==> src/rtl/nrisc_pc_stack.sv <==
// NRISC program counter with a call/return stack of {return PC, ULA flags}.
// Owns PC sequencing plus stack depth tracking and sticky stack errors.
module nrisc_pc_stack #(
  parameter int TAM   = 16,
  parameter int DEPTH = 8,
  parameter int FLAGW = 3,
  parameter logic [TAM-1:0] RST_VECTOR = '0,
  localparam int SPW = $clog2(DEPTH) + 1
) (
  input  logic             clk,
  input  logic             rst,
  input  logic [2:0]       pc_op,
  input  logic [TAM-1:0]   target,
  input  logic [FLAGW-1:0] flags_in,
  input  logic             err_clr,
  output logic [TAM-1:0]   pc,
  output logic [FLAGW-1:0] flags_out,
  output logic             flags_restore,
  output logic [SPW-1:0]   sp,
  output logic             stack_full,
  output logic             stack_empty,
  output logic             overflow_err,
  output logic             underflow_err
);

  localparam int IW = $clog2(DEPTH);

  typedef enum logic [2:0] {
    OP_INC  = 3'd0,
    OP_HOLD = 3'd1,
    OP_JUMP = 3'd2,
    OP_CALL = 3'd3,
    OP_RET  = 3'd4,
    OP_BREL = 3'd5
  } op_e;

  typedef struct packed {
    logic [TAM-1:0]   ret_pc;
    logic [FLAGW-1:0] flags;
  } ent_t;

  ent_t mem [DEPTH];

  op_e            op;
  logic [IW-1:0]  wr_idx;
  logic [IW-1:0]  rd_idx;
  logic [TAM-1:0] pc_inc;
  logic           do_push;
  logic           do_pop;
  ent_t           top;

  assign op          = op_e'(pc_op);
  assign stack_full  = (sp == SPW'(DEPTH));
  assign stack_empty = (sp == '0);
  assign wr_idx      = sp[IW-1:0];
  assign rd_idx      = IW'(sp - SPW'(1));
  assign pc_inc      = pc + TAM'(1);
  assign top         = mem[rd_idx];

  always_comb begin
    do_push = 1'b0;
    do_pop  = 1'b0;
    unique case (1'b1)
      (op == OP_CALL): do_push = !stack_full;
      (op == OP_RET):  do_pop  = !stack_empty;
      default: ;
    endcase
  end

  // Stack RAM is deliberately left unreset; only sp defines validity.
  always_ff @(posedge clk) begin
    if (!rst && do_push) begin
      mem[wr_idx] <= '{ret_pc: pc_inc, flags: flags_in};
    end
  end

  always_ff @(posedge clk) begin
    if (rst) begin
      pc            <= RST_VECTOR;
      sp            <= '0;
      flags_out     <= '0;
      flags_restore <= 1'b0;
      overflow_err  <= 1'b0;
      underflow_err <= 1'b0;
    end else begin
      flags_restore <= 1'b0;
      // Clear first so a same-cycle error set below wins.
      if (err_clr) begin
        overflow_err  <= 1'b0;
        underflow_err <= 1'b0;
      end
      unique case (op)
        OP_INC:  pc <= pc_inc;
        OP_JUMP: pc <= target;
        OP_BREL: pc <= pc + target;
        OP_CALL: begin
          if (do_push) begin
            sp <= sp + SPW'(1);
            pc <= target;
          end else begin
            overflow_err <= 1'b1;
          end
        end
        OP_RET: begin
          if (do_pop) begin
            sp            <= sp - SPW'(1);
            pc            <= top.ret_pc;
            flags_out     <= top.flags;
            flags_restore <= 1'b1;
          end else begin
            underflow_err <= 1'b1;
          end
        end
        default: ;
      endcase
    end
  end

endmodule

==> config.mk <==
export PLATFORM = sky130hd
export DESIGN_NAME = nrisc_pc_stack
export DESIGN_NICKNAME = d
export VERILOG_FILES = /design/src/rtl/nrisc_pc_stack.sv
export SDC_FILE = /design/constraint.sdc
export NUM_CORES = 1
export LEC_CHECK = 0
export ABC_CLOCK_PERIOD_IN_PS = 4900
export BUFFER_PORTS_ARGS = -buffer_cell sky130_fd_sc_hd__clkbuf_2
export CORE_ASPECT_RATIO = 1.2
export CORE_MARGIN = 8
export CORE_UTILIZATION = 63
export CTS_BUF_LIST = sky130_fd_sc_hd__clkbuf_4 sky130_fd_sc_hd__clkbuf_8
export CTS_CLUSTER_DIAMETER = 30
export CTS_CLUSTER_SIZE = 40
export DETAILED_ROUTE_END_ITERATION = 16
export PLACE_DENSITY_LB_ADDON = 0.2
export SYNTH_ARGS = -nofsm -noshare
export SYNTH_HDL_FRONTEND = slang
export SYNTH_SLANG_ARGS = --single-unit
==> constraint.sdc <==
create_clock -name clk -period 4.9 [get_ports clk]
set_input_delay 0.245 -clock clk [delete_from_list [all_inputs] [get_ports clk]]
set_output_delay 0.245 -clock clk [all_outputs]
set_load 0.005 [all_outputs]
Word-level counts from Yosys, hierarchy flattened --
Memories as Yosys holds them, arrays and structs flattened. Index checks and enable logic that the tools add are counted. Widths: inputs -> output; s select.
Storage, ports and cells: register bits after elaboration 26, bits in writable memories 152, input bits 25, output and inout bits 28, word-level logic and storage cells 48, memories 1
Memories:
- mem | words 8, width 19, rd ports 1, clocked after memory_dff 0, wr ports 1, RTL line 42 | ent_t mem [DEPTH];
Operators by class: add/sub/neg operators 4, equality and inequality tests 7, muxes and demuxes 17, bitwise gates (word level) 1, reduce and logical (&&, ||, !) cells 12
Operators with widths (count):
- $pmux 16 s5 | 1
- $mux 16 | 2
- $add 16x1->16 const B | 1
- $add 16x16->16 | 1
- $mux 1 | 11
- $mux 4 | 2
- $pmux 4 s2 | 1
- $eq 3x2->1 const B | 2
- $eq 3x3->1 const B | 2
- $reduce_and 3->1 | 2
- $reduce_bool 5->1 | 1
- $add 4x1->4 const B | 1
- $eq 4x4->1 const B | 1
- $logic_not 4->1 | 1
- $ne 2x2->1 const B | 2
- $sub 4x1->4 const B | 1
- $logic_not 1->1 | 3
- $logic_not 3->1 | 1
- $reduce_and 2->1 | 1
- $reduce_bool 2->1 | 1
- $reduce_or 2->1 | 1
- $logic_and 1x1->1 | 1
- $not 1->1 | 1

Logic depth before layout (Yosys ltp) --
depth after elaboration 6, gate-level depth with buffers 12, mapped depth without buffers 9

Worst setup path after synthesis --
No wires, ideal clock.
kind register to register, start reg sp[0], end mem mem[6][0] (netlist bit) (enable), library setup time 0.444 ns, data arrival time 3.512 ns, data required time 4.456 ns, path slack 0.944 ns, stages on the path, launching flop included 9, path buffers 3, clock period less this slack 3.956 ns, path through dfxtp_1 > buf_6 > buf_6 > buf_4 > inv_1 > ha_1 > and3b_1 > nand3b_1 > nor4_1
On the way: longest elaborated chain between the ends 6
Ends and longest elaborated chain:
- start, declared | RTL line 19 | output logic [SPW-1:0] sp,
- start signal, assigned | RTL line 98 | sp <= sp + SPW'(1);
- start signal, assigned | RTL line 106 | sp <= sp - SPW'(1);
- $eq 4x4->1 | RTL line 53 | assign stack_full = (sp == SPW'(DEPTH));
- net stack_full | RTL line 20 | output logic stack_full,
- $logic_not 1->1 | RTL line 64 | (op == OP_CALL): do_push = !stack_full;
- $mux 1 | RTL line 63 | unique case (1'b1)
- $logic_and 1x1->1 | RTL line 72 | if (!rst && do_push) begin
- $mux 1 | RTL line 72
- $mux 1 (not written as such) | RTL line 73 | mem[wr_idx] <= '{ret_pc: pc_inc, flags: flags_in};
- end, declared | RTL line 42
The timed path passes the listed nets, and every way through them passes these cells.

Final worst setup path --
start reg sp[1], end mem mem[1][12] (netlist bit) (enable)
On the way: longest elaborated chain between the ends 6
Ends and longest elaborated chain (RTL line):
- $eq 4x4->1 | 53
- $logic_not 1->1 | 64
- $mux 1 | 63
- $logic_and 1x1->1 | 72
- $mux 1 | 72
- $mux 1 (not written as such) | 73
Several ways; a longest one is shown, not always the timed one.

==> reports/metrics.yaml <==
critical_path:
  critPathKind: "reg -> reg"
  ff2ff_path_depth: 7
  crit_family: "simple AND/OR/NAND/NOR gates"
  critPathCaptureType: "flip-flop"
  critPathArrivalTime_ns: 3.37
  r2r-start: "sp[1]"
  worstSetupStartpointType: "flip-flop"
  slowest_stage: "nor3_2"
  required_ns: 5.07
  worst-path-stages: 7
  crit_path_cell_trace: "inv_1 > ha_1 > and3b_1 > nand3b_1 > or3_4 > nor3_2 > buf_4"
  critical_path.endpoint: "mem[1][12]"
  max_stage_delay_ns: 0.70
  startpoint: "sp[1]"
  rr_endpoint: "mem[1][12]"
  path_max_fanout: 10
  r2r_slack_ns: 1.70
  worst-path-buf-inv: 2
synthesis:
  syn_inst: 595
  ys_types: 77
  seq_area_frac_synth_pct: 59.52
  synth-seq-cells: 178
  async_flop_share_pct: 0
  yosys_warnings: 0
  syn_area_per_cell_um2: 14.36
  synth_nets: 639
  synth_edf_count: 152
  synth_area_um2: 8543
  ys.flop_type: "edfxtp_1"
sta:
  hold_viol_final: 0
  finalCriticalPeriod_ns: 3.205
  worst_slew_pin_slew_ns: 1.196
  finalSetupViolCount: 0
  rsz0062_at_grt: "no"
  fin_hold_ws_ns: 0.07111
  finalCritPeriodShare_pct: 65.40
  slew_violations: 0
  worst_clock_skew_ns: 0.008661
  timing.fmax_ghz: 0.3120
  slew_headroom_pct: 20.20
  fin_tns_setup_ns: 0
  fin_ws_ns: 1.695
power:
  p_leak_nw: 3.310
  total_power_mw: 3.204
  power.density_nw_per_um2: 344.2
  ir_drop_v: 0.0002486
route:
  antenna_left: 0
  via_per_inst: 6.662
  routed_wl_mm: 20.41
  drt_iter0_markers: 508
  drc: 0
  drt_pre_antenna_iters: 4
  vias: 5516
  wl_per_cell_um: 24.65
status:
  status: "finished, final reports clean"
cts:
  hold_buffers: 0
  htreeDepth: 4
  numClockSinks: 178
  clockRootBuffer: "clkbuf_8"
  postCtsSetupBuffers: 0
  clk_path_buf_depth: 2
  post_cts_resized: 0
  clkTransAtPathRegs_ns: 0.08
  cts_buffers: 17
  cts_tree: "built"
  clk_latency_ns: 0.46
floorplanning:
  dieArea_um2: 17560
  start_util_pct: 64.54
  core_area_um2: 13240
  rows: 46
  die_w_um: 122.3
  die_y_um: 143.6
  ios: 53
grt:
  grt_antenna_before_repair: 0
  grt_max_degree: 45
  gr-total-overflow: 0
  track_usage_pct: 24.36
  grt_pass1_wl_mm: 31.46
  grt_pass1_vias: 5610
run:
  cap_viol_max_count: 0
finish:
  ff_latch_area_um2: 5086
  most-common-layout-cells: "edfxtp_1 (152), clkbuf_2 (52), a21oi_1 (36), o21ai_0 (33), nand2_1 (27)"
  layout_commonest_cell: "edfxtp_1"
  areaGrowthSynthToFinish_pct: 8.948
  nNetsFinal: 691
  stdcell_count: 828
  drive_gt1_share_pct: 22.12
  stdcell_area_um2: 9308
  multiInputGateArea_um2: 3237
  diodes: 0
  n_fill_cell: 883
  final_util_pct: 70.31
place:
  dpl-instance-area_um2: 8932
  dp_hpwl_mm: 14.07
  place_ws_ns: 1.711
  placed_cells: 796
  portBuffers: 52
  gp_routability_congestion: 0.8703
worst_hold_path:
  worstHoldPathType: "in -> reg"
  min_from: "flags_in[0]"
## worst register-to-register path, stage by stage (launching register included)
cell and delay [ns]:
dfxtp_1 0.54, inv_1 0.18, ha_1 0.28, and3b_1 0.21, nand3b_1 0.25, or3_4 0.42, nor3_2 0.70, buf_4 0.33
## sequential cells by signal (all words and copies together), names as in the netlist
register	cells
mem	152
overflow_err	1
flags_out	3
underflow_err	1
pc	16
sp	4
flags_restore	1
## area by class of cell
class	count	area share (%)
multi-input combinational	372	34.78
tap	168	2.258
sequential	178	54.64
clock inverter	11	1.129
clock buffer	21	2.904
timing repair buffer	63	3.683
inverter	15	0.6049
## layer usage
metal | track usage, % | vias up | wire length [µm]
li1 | - | 2470 | -
met5 | 0 | - | 0
met4 | 12.15 | 0 | 648
met3 | 5.614 | 49 | 1539
met2 | 40.06 | 278 | 10370
met1 | 29.62 | 2719 | 7856
## how the worst min path moves through the flow
stage / end / cells past startpoint / slack [ns]
6_report: mem[5][0] / 1 / 0.07
5_1_grt: mem[5][0] / 1 / 0.07
4_1_cts: mem[5][0] / 1 / 0.04
3_5_place_dp: overflow_err / 2 / 0.49
3_3_place_gp: overflow_err / 2 / 0.49
2_1_floorplan: mem[0][0] / 0 / 0.34
## synth_stat cells, types with 3 or more instances
| master | instances | area [µm²] |
|---|---|---|
| dfxtp_1 | 26 | 520.5 |
| xnor2_1 | 13 | 113.9 |
| buf_2 | 8 | 40.04 |
| nand3_1 | 9 | 45.04 |
| mux2_2 | 3 | 33.78 |
| nand2b_1 | 7 | 43.79 |
| nand4_1 | 3 | 18.77 |
| inv_1 | 14 | 52.55 |
| nor3_1 | 17 | 85.08 |
| nor3b_1 | 3 | 22.52 |
| nand2_1 | 27 | 101.4 |
| buf_4 | 5 | 37.54 |
| nor2b_1 | 4 | 25.02 |
| ha_1 | 18 | 225.2 |
| or3_1 | 5 | 31.28 |
| and4_1 | 3 | 26.28 |
| mux4_1 | 15 | 394.1 |
| o31a_1 | 5 | 43.79 |
| clkbuf_1 | 7 | 26.28 |
| buf_6 | 6 | 67.56 |
| mux4_2 | 23 | 518.0 |
| mux2i_1 | 19 | 190.2 |
| a211oi_1 | 7 | 52.55 |
| a21oi_1 | 36 | 180.2 |
| and3_1 | 7 | 43.79 |
| nor2_1 | 27 | 101.4 |
| a221oi_1 | 3 | 26.28 |
| a22oi_1 | 3 | 22.52 |
| a21o_1 | 3 | 22.52 |
| o21ai_1 | 5 | 25.02 |
| a31oi_1 | 9 | 56.30 |
| o21ai_0 | 33 | 165.2 |
| edfxtp_1 | 152 | 4564 |
| o211ai_1 | 8 | 60.06 |
| xor2_1 | 9 | 78.83 |
## report_power, final
group / internal, mW / switching [mW] / total, mW
sequential: 1.69 / 0.0391 / 1.73
combinational: 0.210 / 0.313 / 0.523
clock: 0.436 / 0.516 / 0.952
## kinds of logic after synthesis
| logic type | share of synthesized area, % |
|---|---|
| adder cells (fa/ha/maj) | 2.871 |
| AND/OR/NAND/NOR | 8.407 |
| multiplexers | 13.30 |
| flip-flops | 59.52 |
| XOR/XNOR | 2.255 |
| AO/OA/AOI/OAI | 10.57 |
| buffers and inverters | 3.076 |
Power figures use the tool's default switching activity.
